### src/rtl/weight_stream_reader_pkg.sv
// Shared definitions for the weight RAM stream reader and its response FIFO.
package weight_stream_reader_pkg;

  localparam int DEF_DATA_WIDTH = 32;
  localparam int DEF_ADDR_BITS  = 5;
  localparam int DEF_LEN_BITS   = 6;
  localparam int DEF_FIFO_DEPTH = 4;

  // RAM read latency in cycles; the FIFO needs at least this many entries plus one.
  localparam int RAM_RD_LATENCY = 2;

  typedef enum logic [1:0] {
    ST_IDLE  = 2'd0,
    ST_ISSUE = 2'd1,
    ST_DRAIN = 2'd2,
    ST_DONE  = 2'd3
  } wsr_state_e;

  function automatic int min_fifo_depth();
    return RAM_RD_LATENCY + 1;
  endfunction

endpackage

### src/rtl/weight_stream_reader_sync_fifo.sv
// Synchronous FIFO with occupancy count; a push into a full FIFO is accepted
// only when a pop happens in the same cycle.
module sync_fifo
  import weight_stream_reader_pkg::*;
#(
  parameter int DATA_WIDTH = DEF_DATA_WIDTH,
  parameter int DEPTH      = DEF_FIFO_DEPTH,
  localparam int CNT_W     = $clog2(DEPTH + 1),
  localparam int PTR_W     = (DEPTH > 1) ? $clog2(DEPTH) : 1
) (
  input  logic                  clk,
  input  logic                  rst,
  input  logic                  push_i,
  input  logic [DATA_WIDTH-1:0] data_i,
  input  logic                  pop_i,
  output logic [DATA_WIDTH-1:0] data_o,
  output logic [CNT_W-1:0]      count_o,
  output logic                  full_o,
  output logic                  empty_o
);

  logic [DATA_WIDTH-1:0] mem_q [DEPTH];
  logic [PTR_W-1:0]      wr_ptr_q, wr_ptr_d;
  logic [PTR_W-1:0]      rd_ptr_q, rd_ptr_d;
  logic [CNT_W-1:0]      count_q, count_d;
  logic                  do_push, do_pop;

  function automatic logic [PTR_W-1:0] ptr_inc(input logic [PTR_W-1:0] p);
    return (p == PTR_W'(DEPTH - 1)) ? '0 : p + 1'b1;
  endfunction

  assign empty_o = (count_q == '0);
  assign full_o  = (count_q == CNT_W'(DEPTH));
  assign do_pop  = pop_i && !empty_o;
  assign do_push = push_i && (!full_o || do_pop);

  always_comb begin
    wr_ptr_d = do_push ? ptr_inc(wr_ptr_q) : wr_ptr_q;
    rd_ptr_d = do_pop  ? ptr_inc(rd_ptr_q) : rd_ptr_q;
    count_d  = count_q + CNT_W'(do_push) - CNT_W'(do_pop);
  end

  always_ff @(posedge clk) begin
    if (rst) begin
      wr_ptr_q <= '0;
      rd_ptr_q <= '0;
      count_q  <= '0;
    end else begin
      wr_ptr_q <= wr_ptr_d;
      rd_ptr_q <= rd_ptr_d;
      count_q  <= count_d;
    end
  end

  // Storage is left unreset; readers only look at it while the FIFO is non-empty.
  always_ff @(posedge clk) begin
    if (do_push) begin
      mem_q[wr_ptr_q] <= data_i;
    end
  end

  assign data_o  = mem_q[rd_ptr_q];
  assign count_o = count_q;

endmodule

### src/rtl/weight_stream_reader.sv
// Sweeps a contiguous weight RAM range and streams the returned words downstream,
// issuing reads only while in-flight plus buffered words leave room in the FIFO.
//
// state    | meaning
// IDLE     | waiting for start; captures base and length
// ISSUE    | issuing reads while credit is available
// DRAIN    | all reads issued; waiting for responses and the final pop
// DONE     | one-cycle done pulse, still busy
module weight_stream_reader
  import weight_stream_reader_pkg::*;
#(
  parameter int DATA_WIDTH = DEF_DATA_WIDTH,
  parameter int ADDR_BITS  = DEF_ADDR_BITS,
  parameter int LEN_BITS   = DEF_LEN_BITS,
  parameter int FIFO_DEPTH = DEF_FIFO_DEPTH
) (
  input  logic                  clk,
  input  logic                  rst,
  input  logic                  i_start,
  input  logic [ADDR_BITS-1:0]  i_base_addr,
  input  logic [LEN_BITS-1:0]   i_length,
  output logic                  o_busy,
  output logic                  o_done,
  output logic                  o_ram_enable,
  output logic                  o_ram_write_enable,
  output logic [ADDR_BITS-1:0]  o_ram_addr,
  input  logic [DATA_WIDTH-1:0] i_ram_data,
  input  logic                  i_ram_valid,
  output logic [DATA_WIDTH-1:0] o_data,
  output logic                  o_valid,
  output logic                  o_last,
  input  logic                  i_ready
);

  localparam int CNT_W = $clog2(FIFO_DEPTH + 1);
  localparam logic [CNT_W:0] DEPTH_L = (CNT_W + 1)'(FIFO_DEPTH);

  wsr_state_e           state_q, state_d;
  logic [ADDR_BITS-1:0] base_q, base_d;
  logic [LEN_BITS-1:0]  len_q, len_d;
  logic [LEN_BITS-1:0]  issued_q, issued_d;
  logic [LEN_BITS-1:0]  popped_q, popped_d;
  logic [CNT_W-1:0]     outst_q, outst_d;

  logic                  issue;
  logic                  ram_push;
  logic                  fifo_pop;
  logic                  fifo_full;
  logic                  fifo_empty;
  logic [CNT_W-1:0]      fifo_count;
  logic [DATA_WIDTH-1:0] fifo_head;
  logic [CNT_W:0]        in_flight;
  logic                  credit_ok;

  assign in_flight = {1'b0, outst_q} + {1'b0, fifo_count};
  assign credit_ok = (in_flight < DEPTH_L);
  // Responses with nothing outstanding are strays or survivors of a reset.
  assign ram_push  = i_ram_valid && (outst_q != '0);
  assign fifo_pop  = !fifo_empty && i_ready;

  always_comb begin
    state_d  = state_q;
    base_d   = base_q;
    len_d    = len_q;
    issued_d = issued_q;
    popped_d = popped_q + LEN_BITS'(fifo_pop);
    issue    = 1'b0;

    case (state_q)
      ST_IDLE: begin
        if (i_start) begin
          base_d   = i_base_addr;
          len_d    = i_length;
          issued_d = '0;
          popped_d = '0;
          state_d  = (i_length == '0) ? ST_DONE : ST_ISSUE;
        end
      end
      ST_ISSUE: begin
        if ((issued_q != len_q) && credit_ok) begin
          issue    = 1'b1;
          issued_d = issued_q + 1'b1;
        end
        if (issued_d == len_q) begin
          state_d = ST_DRAIN;
        end
      end
      ST_DRAIN: begin
        // Counting the pop in progress lets done follow the last pop by one cycle.
        if ((outst_q == '0) && (popped_d == len_q)) begin
          state_d = ST_DONE;
        end
      end
      ST_DONE: begin
        state_d = ST_IDLE;
      end
      default: begin
        state_d = ST_IDLE;
      end
    endcase

    outst_d = outst_q + CNT_W'(issue) - CNT_W'(ram_push);
  end

  always_ff @(posedge clk) begin
    if (rst) begin
      state_q  <= ST_IDLE;
      base_q   <= '0;
      len_q    <= '0;
      issued_q <= '0;
      popped_q <= '0;
      outst_q  <= '0;
    end else begin
      state_q  <= state_d;
      base_q   <= base_d;
      len_q    <= len_d;
      issued_q <= issued_d;
      popped_q <= popped_d;
      outst_q  <= outst_d;
    end
  end

  sync_fifo #(
    .DATA_WIDTH (DATA_WIDTH),
    .DEPTH      (FIFO_DEPTH)
  ) u_resp_fifo (
    .clk     (clk),
    .rst     (rst),
    .push_i  (ram_push),
    .data_i  (i_ram_data),
    .pop_i   (fifo_pop),
    .data_o  (fifo_head),
    .count_o (fifo_count),
    .full_o  (fifo_full),
    .empty_o (fifo_empty)
  );

  assign o_busy             = (state_q != ST_IDLE);
  assign o_done             = (state_q == ST_DONE);
  assign o_ram_enable       = issue;
  assign o_ram_write_enable = 1'b0;
  assign o_ram_addr         = issue ? (base_q + ADDR_BITS'(issued_q)) : '0;
  assign o_valid            = !fifo_empty;
  assign o_data             = fifo_empty ? '0 : fifo_head;
  assign o_last             = !fifo_empty && (({1'b0, popped_q} + 1'b1) == {1'b0, len_q});

  a_no_overflow : assert property (@(posedge clk) disable iff (rst)
    !(ram_push && fifo_full && !fifo_pop));

  a_depth_ok : assert property (@(posedge clk) FIFO_DEPTH >= min_fifo_depth());

endmodule

### config.mk
export PLATFORM = sky130hd
export DESIGN_NAME = weight_stream_reader
export DESIGN_NICKNAME = d
export VERILOG_FILES = /design/src/rtl/weight_stream_reader_pkg.sv /design/src/rtl/weight_stream_reader_sync_fifo.sv /design/src/rtl/weight_stream_reader.sv
export SDC_FILE = /design/constraint.sdc
export NUM_CORES = 1
export LEC_CHECK = 0
export ABC_AREA = 1
export CORE_ASPECT_RATIO = 0.9
export CORE_MARGIN = 8
export CORE_UTILIZATION = 50
export DETAILED_ROUTE_END_ITERATION = 10
export DONT_BUFFER_PORTS = 1
export PLACE_DENSITY = 0.68
export SLEW_MARGIN = 5
export SYNTH_ARGS = -nofsm -noshare
export SYNTH_HDL_FRONTEND = slang
export SYNTH_SLANG_ARGS = --single-unit
### constraint.sdc
create_clock -name clk -period 3.2 [get_ports clk]
set_input_delay 0.64 -clock clk [delete_from_list [all_inputs] [get_ports clk]]
set_output_delay 0.64 -clock clk [all_outputs]
set_load 0.01 [all_outputs]
# ---- Word-level counts from Yosys, hierarchy flattened
# Memories as Yosys holds them, arrays and structs flattened. A register that Yosys moved wholly into a read port is not among the register bits.
# Cells that the tools add are included.
# W data, S select, Z words.
dict set report totals {
  mem_bits_rw 128
  wordCells 76
  memories 1
  regBits 35
}
# memory depth width read_ports rd_clocked_by_memory_dff wr line_no
set mem_list {}
lappend mem_list {u_resp_fifo.mem_q 4 32 1 1 1 weight_stream_reader_sync_fifo.sv:22} ;# logic [DATA_WIDTH-1:0] mem_q [DEPTH];
dict set report op_classes {
  n_mux 21
  add_sub_neg 11
  n_eq_ne 13
  n_reduce_logical 20
  magnitude_cmp 1
}
# operator count
set ops {}
lappend ops {{$mux W32} 1}
lappend ops {{$mux W6} 5}
lappend ops {{$mux W2} 8}
lappend ops {{$eq A6 B6 Y1} 2}
lappend ops {{$pmux W6 S2} 1}
lappend ops {{$eq A2 B2 Y1 const B} 4}
lappend ops {{$pmux W2 S4} 1}
lappend ops {{$add A6 B1 Y7 const B} 1}
lappend ops {{$eq A7 B6 Y1} 1}
lappend ops {{$logic_and A1 B1 Y1} 7}
lappend ops {{$add A3 B1 Y3} 2}
lappend ops {{$add A6 B1 Y6} 1}
lappend ops {{$add A6 B1 Y6 const B} 1}
lappend ops {{$logic_not A3 Y1} 2}
lappend ops {{$logic_not A6 Y1} 1}
lappend ops {{$ne A2 B2 Y1 const B} 3}
lappend ops {{$ne A6 B6 Y1} 1}
lappend ops {{$sub A3 B1 Y3} 2}
lappend ops {{$add A5 B5 Y5} 1}
lappend ops {{$mux W5} 1}
lappend ops {{$add A2 B1 Y2 const B} 2}
lappend ops {{$add A3 B3 Y4} 1}
lappend ops {{$lt A4 B3 Y1 const B} 1}
lappend ops {{$mux W1} 4}
lappend ops {{9 further kinds} 12}

# ---- Depth between registers and ports, before layout
# Gate-level depths: netlist of run 1.
dict set report logic_depth {
  ltp_word 8
  mapped_depth 16
  mapped_depth_nobuf 16
}

# ---- Modules after synthesis
# Synthesis of run 1 repeated with hierarchy kept, for this count alone.
dict set report unflattened {
  cells_unflattened 738
  area_unflattened_um2 7577.3
}
# module cells_each area_per_inst_um2 n_inst seq_area_each_um2
set by_module_without_submodules {}
lappend by_module_without_submodules {sync_fifo 379 5282.6 1 4023.9}
lappend by_module_without_submodules {weight_stream_reader 359 2294.7 1 560.5}

# ---- Worst setup path after synthesis of run 1
# Ideal clock, no wire load.
dict set report synth_path {
  path_type {input-to-reg}
  from {input i_ram_valid}
  to {memory u_resp_fifo.mem_q[0][0] (netlist name) (enable)}
  arrival_time_ns 2.341
  n_path_buf 0
  setup_ns 0.421
  setup_slack_ns 0.438
  t_required_ns 2.779
  stages 4
  cell_sequence {inv_1 > nor2_1 > o31ai_2 > nor2_1}
}
dict set report synth_between {
  elab_chain_cells 4
}
# element line_no
set synth_lines {}
lappend synth_lines {{start: declaration} weight_stream_reader.sv:28} ;# input logic i_ram_valid,
lappend synth_lines {{$logic_and A1 B1 Y1} weight_stream_reader.sv:58} ;# assign ram_push = i_ram_valid && (outst_q != '0);
lappend synth_lines {{$logic_and A1 B1 Y1} weight_stream_reader_sync_fifo.sv:35} ;# assign do_push = push_i && (!full_o || do_pop);
lappend synth_lines {{$mux W1} weight_stream_reader_sync_fifo.sv:57} ;# if (do_push) begin
lappend synth_lines {{$mux W1 (implied by the code)} weight_stream_reader_sync_fifo.sv:58} ;# mem_q[wr_ptr_q] <= data_i;
lappend synth_lines {{end: declaration} weight_stream_reader_sync_fifo.sv:22}
# Every way passes these cells.

# ---- Final worst setup path of run 1
dict set report layout_path {
  from {register u_resp_fifo.count_q[1] (netlist: u_resp_fifo.count_o[1])}
  to {output o_ram_addr[3]}
}
dict set report layout_between {
  elab_chain_cells 6
}
# element line_no
set layout_lines {}
lappend layout_lines {{start: declaration} weight_stream_reader_sync_fifo.sv:25} ;# logic [CNT_W-1:0] count_q, count_d;
lappend layout_lines {{start signal: assignment} weight_stream_reader_sync_fifo.sv:51} ;# count_q <= count_d;
lappend layout_lines {{$add A3 B3 Y4} weight_stream_reader.sv:55} ;# assign in_flight = {1'b0, outst_q} + {1'b0, fifo_count};
lappend layout_lines {{$lt A4 B3 Y1} weight_stream_reader.sv:56} ;# assign credit_ok = (in_flight < DEPTH_L);
lappend layout_lines {{$logic_and A1 B1 Y1} weight_stream_reader.sv:80} ;# if ((issued_q != len_q) && credit_ok) begin
lappend layout_lines {{$mux W1} weight_stream_reader.sv:80}
lappend layout_lines {{$mux W1} weight_stream_reader.sv:69} ;# case (state_q)
lappend layout_lines {{via o_ram_enable} weight_stream_reader.sv:24} ;# output logic o_ram_enable,
lappend layout_lines {{$mux W5} weight_stream_reader.sv:142} ;# assign o_ram_addr = issue ? (base_q + ADDR_BITS'(issued_q)) : '0;
lappend layout_lines {{end: declaration} weight_stream_reader.sv:26} ;# output logic [ADDR_BITS-1:0] o_ram_addr,
# The timed path passes the listed nets, and every way through them passes these cells.

==> run_results.csv, run 1 <==
group,metric,value,unit
outcome,status,"complete, no violations",
synth,syn-cell-area,7480,µm²
sta,tightest_slew,0.638,ns
pwr,vdd_drop_max,0.000593,V
critical_path,path_depth,7,
clock_network,clkTransAtPathRegs,0.06,ns
sta,finalCritPeriodShare,0.913,
placement,io_buffers,0,
pwr,total_power,0.00750,W
synth,yosys_register_bits,165,
clock_network,numCtsBuffers,17,
synth,synth_top_area_cell,"edfxtp_1",
floorplanning,ioPinCount,91,
final_layout,drive_gt1_frac,0.125,
routing,antenna_left,0,
synth,synthTopCellsByArea,"edfxtp_1 51%, dfxtp_1 9.9%, nor2_1 8.5%",
floorplanning,die_area,19100,µm²
global_routing,grt_pass1_wl,26200,µm
synth,seq_area_frac_synth,0.613,
sta,rsz0062_at_grt,"false",
placement,dp_hpwl,10600,µm
global_routing,track_usage,0.173,
routing,dr.pass1.iters,5,
clock_network,cts_tree,"yes",
pwr,p_leak,3.09,nW
hold_path,hold_path_end,"issued_q[5]",
synth,synth_top_cell_area_share,0.514,
floorplanning,core_area,14700,µm²
placement,gp_congestion,0.859,
clock_network,cts-root-buf,"clkbuf_16",
critical_path,r2r_start,"u_resp_fifo.count_o[0]",
hold_path,hold-path-cell-count,1,
sta,drv_slew,0,
clock_network,clock_path_buffers,2,
sta,fin_skew,0.0111,ns
global_routing,grt_pass1_vias,5007,
routing,viasPerCell,5.39,
critical_path,start_kind,"flop",
synth,synth_fp_nets,803,
sta,max_freq,0.342,GHz
synth,syn-mean-instance-area,10.3,µm²
routing,drc,0,
critical_path,r2r-end,"state_q[0]",
synth,yosys_warnings,0,
global_routing,gr-total-overflow,0,
clock_network,postCtsSetupBuffers,0,
floorplanning,die_y,132,µm
critical_path,cp_num_buf_inv,1,
final_layout,fillCellCount,1185,
flow_run,maxCapViolations,0,
hold_path,hp-class,"input pin to flop",
sta,tns,0,ns
sta,relSlewSlack,0.574,
clock_network,htreeDepth,4,
critical_path,cp-end-kind,"output pin",
routing,routed_wl,16300,µm
sta,finalHoldViolations,0,
routing,drt_iter0_drc,330,
critical_path,cp_slowest_stage_delay,0.46,ns
hold_path,hp-start,"rst",
critical_path,r2r_slack,0.78,ns
critical_path,cp.arrival,2.28,ns
routing,vias,5108,
final_layout,area_growth,12.6,%
critical_path,cp_slowest_cell,"dfxtp_1",
pwr,power_density,891,nW/µm²
final_layout,fin_nets,813,
clock_network,clk_latency,0.42,ns
global_routing,antenna_found_initial,0,
critical_path,critPathTopFamily,"compound AO/OA/AOI/OAI gates",
synth,synth_edf_count,128,
sta,period_needed,2.92,ns
global_routing,grt_max_degree,37,
final_layout,n_antenna_cell,0,
critical_path,worst-path-max-fanout,9,
critical_path,path_class,"flop to output pin",
final_layout,finish.utilization,0.574,
synth,syn-instance-count,728,
sta,setup_viol,0,
routing,wire_per_inst,17.2,µm
critical_path,crit_required,2.56,ns
floorplanning,initial_core_util,0.510,
critical_path,cp_cell_sequence,"ha_1 -> nand2_1 -> o21a_2 -> nand2_4 -> nor2_2 -> inv_1 -> a21oi_1",
synth,async_reset_ff_frac,0,
floorplanning,row_count,42,
floorplanning,dieWidth,145,µm
synth,synth_flop_cell,"edfxtp_1",
synth,synth.distinct_cells,45,
critical_path,ff2ff_path_depth,13,
clock_network,cts_sinks,165,
==> synthesized netlist by cell type, drive strengths merged (2+ instances only) <==
master and n:
nor2 174, edfxtp 128, o21ai 89, inv 64, nand2 55, a21oi 54
dfxtp 37, ha 24, clkbuf 22, nand3 18, xor2 10, nor3 9
buf 8, xnor2 6, nand4 4, a211oi 3, fa 3, or2 3
nor4 2, o21a 2, o31ai 2
==> cells in the final DEF, fill, tap and decap left out, drive strengths merged <==
cell	instances
nor2	174
edfxtp	128
o21ai	89
inv	66
nand2	55
a21oi	54
dfxtp	37
ha	24
buf	21
clkbuf	19
nand3	18
xor2	10
nor3	9
xnor2	6
bufinv	4
nand4	4
clkinv	4
or2	3
a211oi	3
fa	3
clkinvlp	3
nor4	2
o31ai	2
o21a	2
o21bai	1
o22ai	1
a2111oi	1
o211a	1
a221oi	1
a31oi	1
a21bo	1
a22oi	1
a21boi	1
conb	1
==> report_power, final <==
part / total [W] / internal (W) / switching [W]
Combinational: 0.00254 / 0.000833 / 0.00171
Clock: 0.00210 / 0.00130 / 0.000801
Sequential: 0.00285 / 0.00265 / 0.000207
Total: 0.00750 / 0.00478 / 0.00272
==> state kept, by name (all words and copies together), names as in the netlist, 3 cells and up, named ones only <==
name / cells
u_resp_fifo.mem_q: 128
base_q: 5
len_q: 6
issued_q: 6
u_resp_fifo.count_o: 3
outst_q: 3
popped_q: 6
==> timing repair <==
item,CTS,global route
setup endpoints to repair,5,5
hold buffers,0,0
gates resized for setup,1,1
==> cell families after synthesis <==
group | after synthesis | synth area share
simple gates | 265 | 0.156
flops | 165 | 0.613
fa+ha+maj | 27 | 0.0482
other cells | 1 | 0.000502
compound gates | 159 | 0.113
buf+inv | 95 | 0.0499
xor+xnor | 16 | 0.0187
==> through the flow <==
step	area (µm²)	instances	setup slack [ns]	hold slack (ns)
after floorplan	7480	728	0.438	0.462
after detailed placement	7800	917	0.374	0.493
after global routing	8420	948	0.0194	0.260
after global placement	7800	917	0.400	0.479
after CTS	8420	948	0.0856	0.271
final	8420	948	0.279	0.289
==> per-layer routing <==
metal  track usage  vias to the layer above  part of all wire
met5             0                        -                 0
met4        0.0566                        0             0.014
met3        0.0611                       19             0.079
met2         0.282                      165              0.48
met1         0.210                     2432              0.43
li1              -                     2492                 -
==> worst max path at each step <==
| stage | from | to | slack, ns |
|---|---|---|---|
| 3_3_place_gp | u_resp_fifo.count_o[2] | o_ram_addr[3] | 0.40 |
| 2_1_floorplan | i_ram_valid | u_resp_fifo.mem_q[0][0] | 0.44 |
| 3_5_place_dp | u_resp_fifo.count_o[1] | o_ram_addr[4] | 0.37 |
| 6_report | u_resp_fifo.count_o[1] | o_ram_addr[3] | 0.28 |
| 4_1_cts | u_resp_fifo.count_o[1] | o_ram_addr[4] | 0.09 |
| 5_1_grt | popped_q[0] | o_last | 0.02 |
==> worst reg2reg max path: stages, from the launching register on <==
cell and delay [ns]:
dfxtp_1 0.36, nor3_4 0.23, nor2_1 0.09, ha_1 0.18, ha_1 0.28, inv_1 0.07
nand2_1 0.06, a21bo_2 0.21, nor3_1 0.16, nand3_1 0.14, a21oi_1 0.28, nand3_1 0.13
nand2_1 0.07, nor2_1 0.05
==> layout make-up <==
class / count / area, µm² / area share
Clock buffer: 19 / 433 / 0.0514
Clock inverter: 12 / 178 / 0.0211
Inverter: 65 / 244 / 0.0290
Multi-Input combinational cell: 468 / 2560 / 0.304
Sequential cell: 165 / 4590 / 0.545
Tap cell: 198 / 248 / 0.0294
Timing Repair Buffer: 21 / 170 / 0.0202
Note: power is estimated with default switching activity, not from simulation.
==> run 2: changes to the inputs <==
--- a/config.mk
+++ b/config.mk
@@ -7,11 +7,11 @@
 export LEC_CHECK = 0
 export ABC_AREA = 1
 export CORE_ASPECT_RATIO = 0.9
-export CORE_MARGIN = 8
 export CORE_UTILIZATION = 50
 export DETAILED_ROUTE_END_ITERATION = 10
 export DONT_BUFFER_PORTS = 1
 export PLACE_DENSITY = 0.68
+export REMOVE_ABC_BUFFERS = 1
 export SLEW_MARGIN = 5
 export SYNTH_ARGS = -nofsm -noshare
 export SYNTH_HDL_FRONTEND = slang
==> run 2 against run 1 <==
Design area down 0.34%. Sequential power about the same. Clock skew down 0.0027 ns. Via count about the same. Count of clock-buffer cells in the layout down 2. Final cell count down 0.21%. Hold slack worse by 0.0057 ns. Clock power down 3%. Wire length down 1.7%. Global-route usage up 4.3 points. Sequential share of layout area up 0.19 points. Critical endpoint is now o_last. Largest cell class unchanged.
==> run_results.csv, run 2 (synthesis gave the netlist of run 1 again) <==
group,metric,value,unit
clock_network,numCtsBuffers,17,
clock_network,clock_path_buffers,2,
global_routing,grt_pass1_wl,25200,µm
pwr,p_clk_frac,0.274,
critical_path,path_class,"flop to output pin",
placement,io_buffers,0,
placement,pre_cts_slack,0.556,ns
final_layout,drive_gt1_frac,0.123,
clock_network,postCtsSetupBuffers,0,
global_routing,track_usage,0.216,
sta,relSlewSlack,0.367,
clock_network,cts-root-buf,"clkbuf_16",
floorplanning,die_area,15400,µm²
sta,rsz0062_at_grt,"false",
sta,max_freq,0.336,GHz
floorplanning,dieWidth,131,µm
routing,viasPerCell,5.40,
critical_path,start_kind,"flop",
floorplanning,core_area,14700,µm²
critical_path,cp-end-kind,"output pin",
final_layout,fin_nets,810,
placement,gp_congestion,0.886,
sta,finalCritPeriodShare,0.930,
routing,dr.pass1.iters,6,
sta,fin_ws,0.223,ns
critical_path,worst-path-max-fanout,5,
sta,finalHoldViolations,0,
final_layout,fillCellCount,1181,
pwr,p_sw_frac,0.375,
sta,tns,0,ns
sta,setup_viol,0,
clock_network,cts_hold_buf,0,
global_routing,antenna_found_initial,0,
clock_network,htreeDepth,4,
pwr,p_comb_frac,0.343,
final_layout,n_antenna_cell,0,
sta,tightest_slew,0.949,ns
final_layout,area_growth,12.2,%
routing,drt_iter0_drc,502,
global_routing,grt_max_degree,65,
sta,period_needed,2.98,ns
clock_network,cts_tree,"yes",
final_layout,final_cell_mix,"166 x nor2_1, 128 x edfxtp_1, 89 x o21ai_0",
pwr,vdd_drop_max,0.000423,V
floorplanning,row_count,42,
floorplanning,initial_core_util,0.510,
flow_run,maxCapViolations,0,
routing,antenna_left,0,
final_layout,multi_input_area,2560,µm²
clock_network,clk_latency,0.42,ns
pwr,p_leak,3.08,nW
clock_network,postCtsResizedCells,0,
sta,drv_slew,0,
routing,wire_per_inst,16.9,µm
final_layout,largest_reg_flops,128,
final_layout,regArea,4590,µm²
pwr,switchingPower,0.00278,W
routing,vias,5112,
clock_network,clkTransAtPathRegs,0.07,ns
global_routing,grt_pass1_vias,4953,
final_layout,top_register,"u_resp_fifo.mem_q",
outcome,status,"complete, no violations",
hold_path,hp-class,"input pin to flop",
floorplanning,ioPinCount,91,
pwr,p_seq_frac,0.383,
global_routing,gr-total-overflow,0,
floorplanning,die_y,118,µm
critical_path,crit_required,2.56,ns
final_layout,finish.utilization,0.572,
routing,routed_wl,16000,µm
final_layout,final_common_cell,"nor2_1",
sta,fin_skew,0.00842,ns
placement,dp_hpwl,10200,µm
critical_path,cp.arrival,2.34,ns
routing,drc,0,
pwr,intPower,0.00463,W
clock_network,cts_sinks,165,
pwr,power_density,883,nW/µm²
-- run 2: path summary, 6_finish.rpt --
| path | startpoint | endpoint | slack, ns | cells past startpoint |
|---|---|---|---|---|
| min reg2reg | base_q[2] | base_q[2] | 0.50 | 2 |
| min | rst | issued_q[5] | 0.28 | 1 |
| max | popped_q[0] | o_last | 0.22 | 7 |
| max reg2reg | u_resp_fifo.count_o[0] | u_resp_fifo.count_o[2] | 0.55 | 10 |
-- run 2: metrics by stage --
stage	cell area [µm²]	cells	hold WS (ns)	total power, W
2_1_floorplan	7350	698	0.462	0.00462
3_3_place_gp	7790	914	0.473	0.00531
3_5_place_dp	7790	914	0.490	0.00541
4_1_cts	8390	946	0.268	0.00745
5_1_grt	8390	946	0.262	0.00786
6_report	8390	946	0.284	0.00741
-- run 2: worst max-delay path, stage by stage, from the launching register on --
cell and delay, ns:
dfxtp_1 0.44, ha_1 0.24, nand2_1 0.10, o21bai_1 0.17, o21ai_0 0.12, xor2_1 0.16
a2111oi_1 0.47, buf_4 0.21
-- run 2: layer usage --
layer / track usage / part of all wire / vias up
met3: 0.0695 / 0.077 / 12
met2: 0.341 / 0.48 / 157
met4: 0.0618 / 0.0083 / 0
met5: 0 / 0 / -
met1: 0.285 / 0.43 / 2455
li1: - / - / 2488
-- run 2: power groups by stage --
stage          Combinational [W]  Clock, W  Sequential, W
3_3_place_gp             0.00245         0        0.00286
4_1_cts                  0.00255   0.00207        0.00284
6_report                 0.00254   0.00203        0.00284
3_5_place_dp             0.00253         0        0.00288
5_1_grt                  0.00283   0.00216        0.00287
2_1_floorplan            0.00173         0        0.00289
-- run 2: layout make-up --
cell class | instances | share of cell area
clock buffers | 17 | 0.0507
well taps | 198 | 0.0295
flip-flops and latches | 165 | 0.547
repair buffers | 18 | 0.0191
clock inverters | 15 | 0.0201
inverters | 65 | 0.0291
multi-input cells | 468 | 0.305
==> run 3: changes to the inputs <==
==> constraint.sdc (replaced) <==
create_clock -name clk -period 3.4 [get_ports clk]
set_input_delay 0.68 -clock clk [delete_from_list [all_inputs] [get_ports clk]]
set_output_delay 0.68 -clock clk [all_outputs]
set_load 0.01 [all_outputs]
==> run 3 against run 2 <==
Sequential power fell by 6%. Utilization fell by 0.32 points. Global-route usage fell by 0.56 points. Critical path type unchanged. Largest cell class unchanged.
==> run_results.csv, run 3 (synthesis gave the netlist of run 1 again) <==
group,metric,value,unit
placement,dp_hpwl,9930,µm
critical_path,r2r_slack,0.76,ns
floorplanning,initial_core_util,0.510,
placement,placedCellCount,914,
placement,placed_area,7780,µm²
routing,antenna_left,0,
global_routing,grt_pass1_vias,4946,
floorplanning,die_area,15400,µm²
final_layout,final_cell_mix,"166 x nor2_1, 128 x edfxtp_1, 89 x o21ai_0",
clock_network,cts-root-buf,"clkbuf_16",
critical_path,cp.arrival,2.42,ns
final_layout,final_common_cell,"nor2_1",
routing,drc,0,
final_layout,final_cells,946,
clock_network,cts_tree,"yes",
floorplanning,dieWidth,131,µm
clock_network,htreeDepth,4,
final_layout,fin_nets,810,
flow_run,maxCapViolations,0,
sta,relSlewSlack,0.542,
critical_path,worst-path-max-fanout,9,
final_layout,final_cell_area,8340,µm²
hold_path,hp-class,"input pin to flop",
sta,period_needed,3.10,ns
pwr,power_density,814,nW/µm²
critical_path,r2r-end,"state_q[0]",
clock_network,postCtsSetupBuffers,0,
clock_network,postCtsResizedCells,0,
critical_path,ff2ff_path_depth,13,
clock_network,cts_sinks,165,
critical_path,crit_required,2.72,ns
final_layout,largest_reg_flops,128,
routing,viasPerCell,5.32,
critical_path,path_class,"flop to output pin",
global_routing,gr-total-overflow,0,
routing,dr.pass1.iters,5,
pwr,vdd_drop_max,0.000449,V
sta,finalCritPeriodShare,0.912,
sta,max_freq,0.323,GHz
floorplanning,core_area,14700,µm²
critical_path,r2r_start,"u_resp_fifo.count_o[0]",
clock_network,numCtsBuffers,17,
floorplanning,die_y,118,µm
clock_network,clk_latency,0.43,ns
routing,routed_wl,15200,µm
clock_network,clock_path_buffers,2,
routing,wire_per_inst,16.1,µm
global_routing,grt_max_degree,65,
final_layout,top_register,"u_resp_fifo.mem_q",
sta,tightest_slew,0.686,ns
final_layout,n_antenna_cell,0,
sta,setup_viol,0,
placement,io_buffers,0,
sta,holdWs,0.314,ns
final_layout,area_growth,11.6,%
floorplanning,ioPinCount,91,
critical_path,start_kind,"flop",
global_routing,track_usage,0.211,
final_layout,drive_gt1_frac,0.123,
sta,fin_skew,0.0167,ns
critical_path,crit_start,"u_resp_fifo.count_o[2]",
sta,drv_slew,0,
sta,finalHoldViolations,0,
critical_path,cp-endpoint,"o_ram_addr[3]",
outcome,status,"complete, no violations",
global_routing,grt_pass1_wl,24500,µm
placement,gp_congestion,0.881,
clock_network,cts_hold_buf,0,
clock_network,clkTransAtPathRegs,0.07,ns
global_routing,antenna_found_initial,0,
pwr,p_leak,3.05,nW
floorplanning,row_count,42,
critical_path,cp-end-kind,"output pin",
routing,drt_iter0_drc,314,
sta,tns,0,ns
routing,vias,5029,
sta,rsz0062_at_grt,"false",
-- run 3: report_power, final --
group / switching [W] / total (W) / internal (W)
Combinational: 0.00160 / 0.00234 / 0.000746
Sequential: 0.000166 / 0.00266 / 0.00249
Clock: 0.000775 / 0.00179 / 0.00102
-- run 3: through the flow --
step	setup slack (ns)	util	total power, W
2_1_floorplan	-0.360	-	0.00435
3_3_place_gp	0.677	0.531	0.00498
3_5_place_dp	0.603	0.531	0.00505
4_1_cts	0.152	0.569	0.00685
5_1_grt	0.120	0.569	0.00726
6_report	0.300	0.569	0.00679
-- run 3: critical path, stage by stage (launching register included) --
cell and delay (ns):
dfxtp_1 0.39, ha_1 0.25, nor3_1 0.13, o21a_2 0.30, nand2_4 0.10, nor2_1 0.35
inv_1 0.20, a21oi_1 0.28
-- run 3: area by class of cell --
cell class / instances / area [µm²]
fill: 1199 / 6320
sequential: 165 / 4590
multi-input combinational: 468 / 2560
clock buffer: 19 / 433
tap: 198 / 248
inverter: 65 / 244
timing repair buffer: 18 / 148
clock inverter: 13 / 126
-- run 3: per-layer routing --
metal / track usage / vias up / part of all wire
li1: - / 2491 / -
met1: 0.266 / 2411 / 0.43
met2: 0.341 / 113 / 0.49
met3: 0.0686 / 14 / 0.064
met4: 0.0675 / 0 / 0.015
met5: 0 / - / 0
-- run 3: worst min-delay path by stage --
stage                    from                      to  cells after the start
finish                    rst             issued_q[5]                      1
global route              rst  u_resp_fifo.count_o[1]                      1
CTS                       rst             issued_q[5]                      1
detailed placement  base_q[2]               base_q[2]                      2
global placement    base_q[0]               base_q[0]                      2
floorplan           base_q[0]               base_q[0]                      2
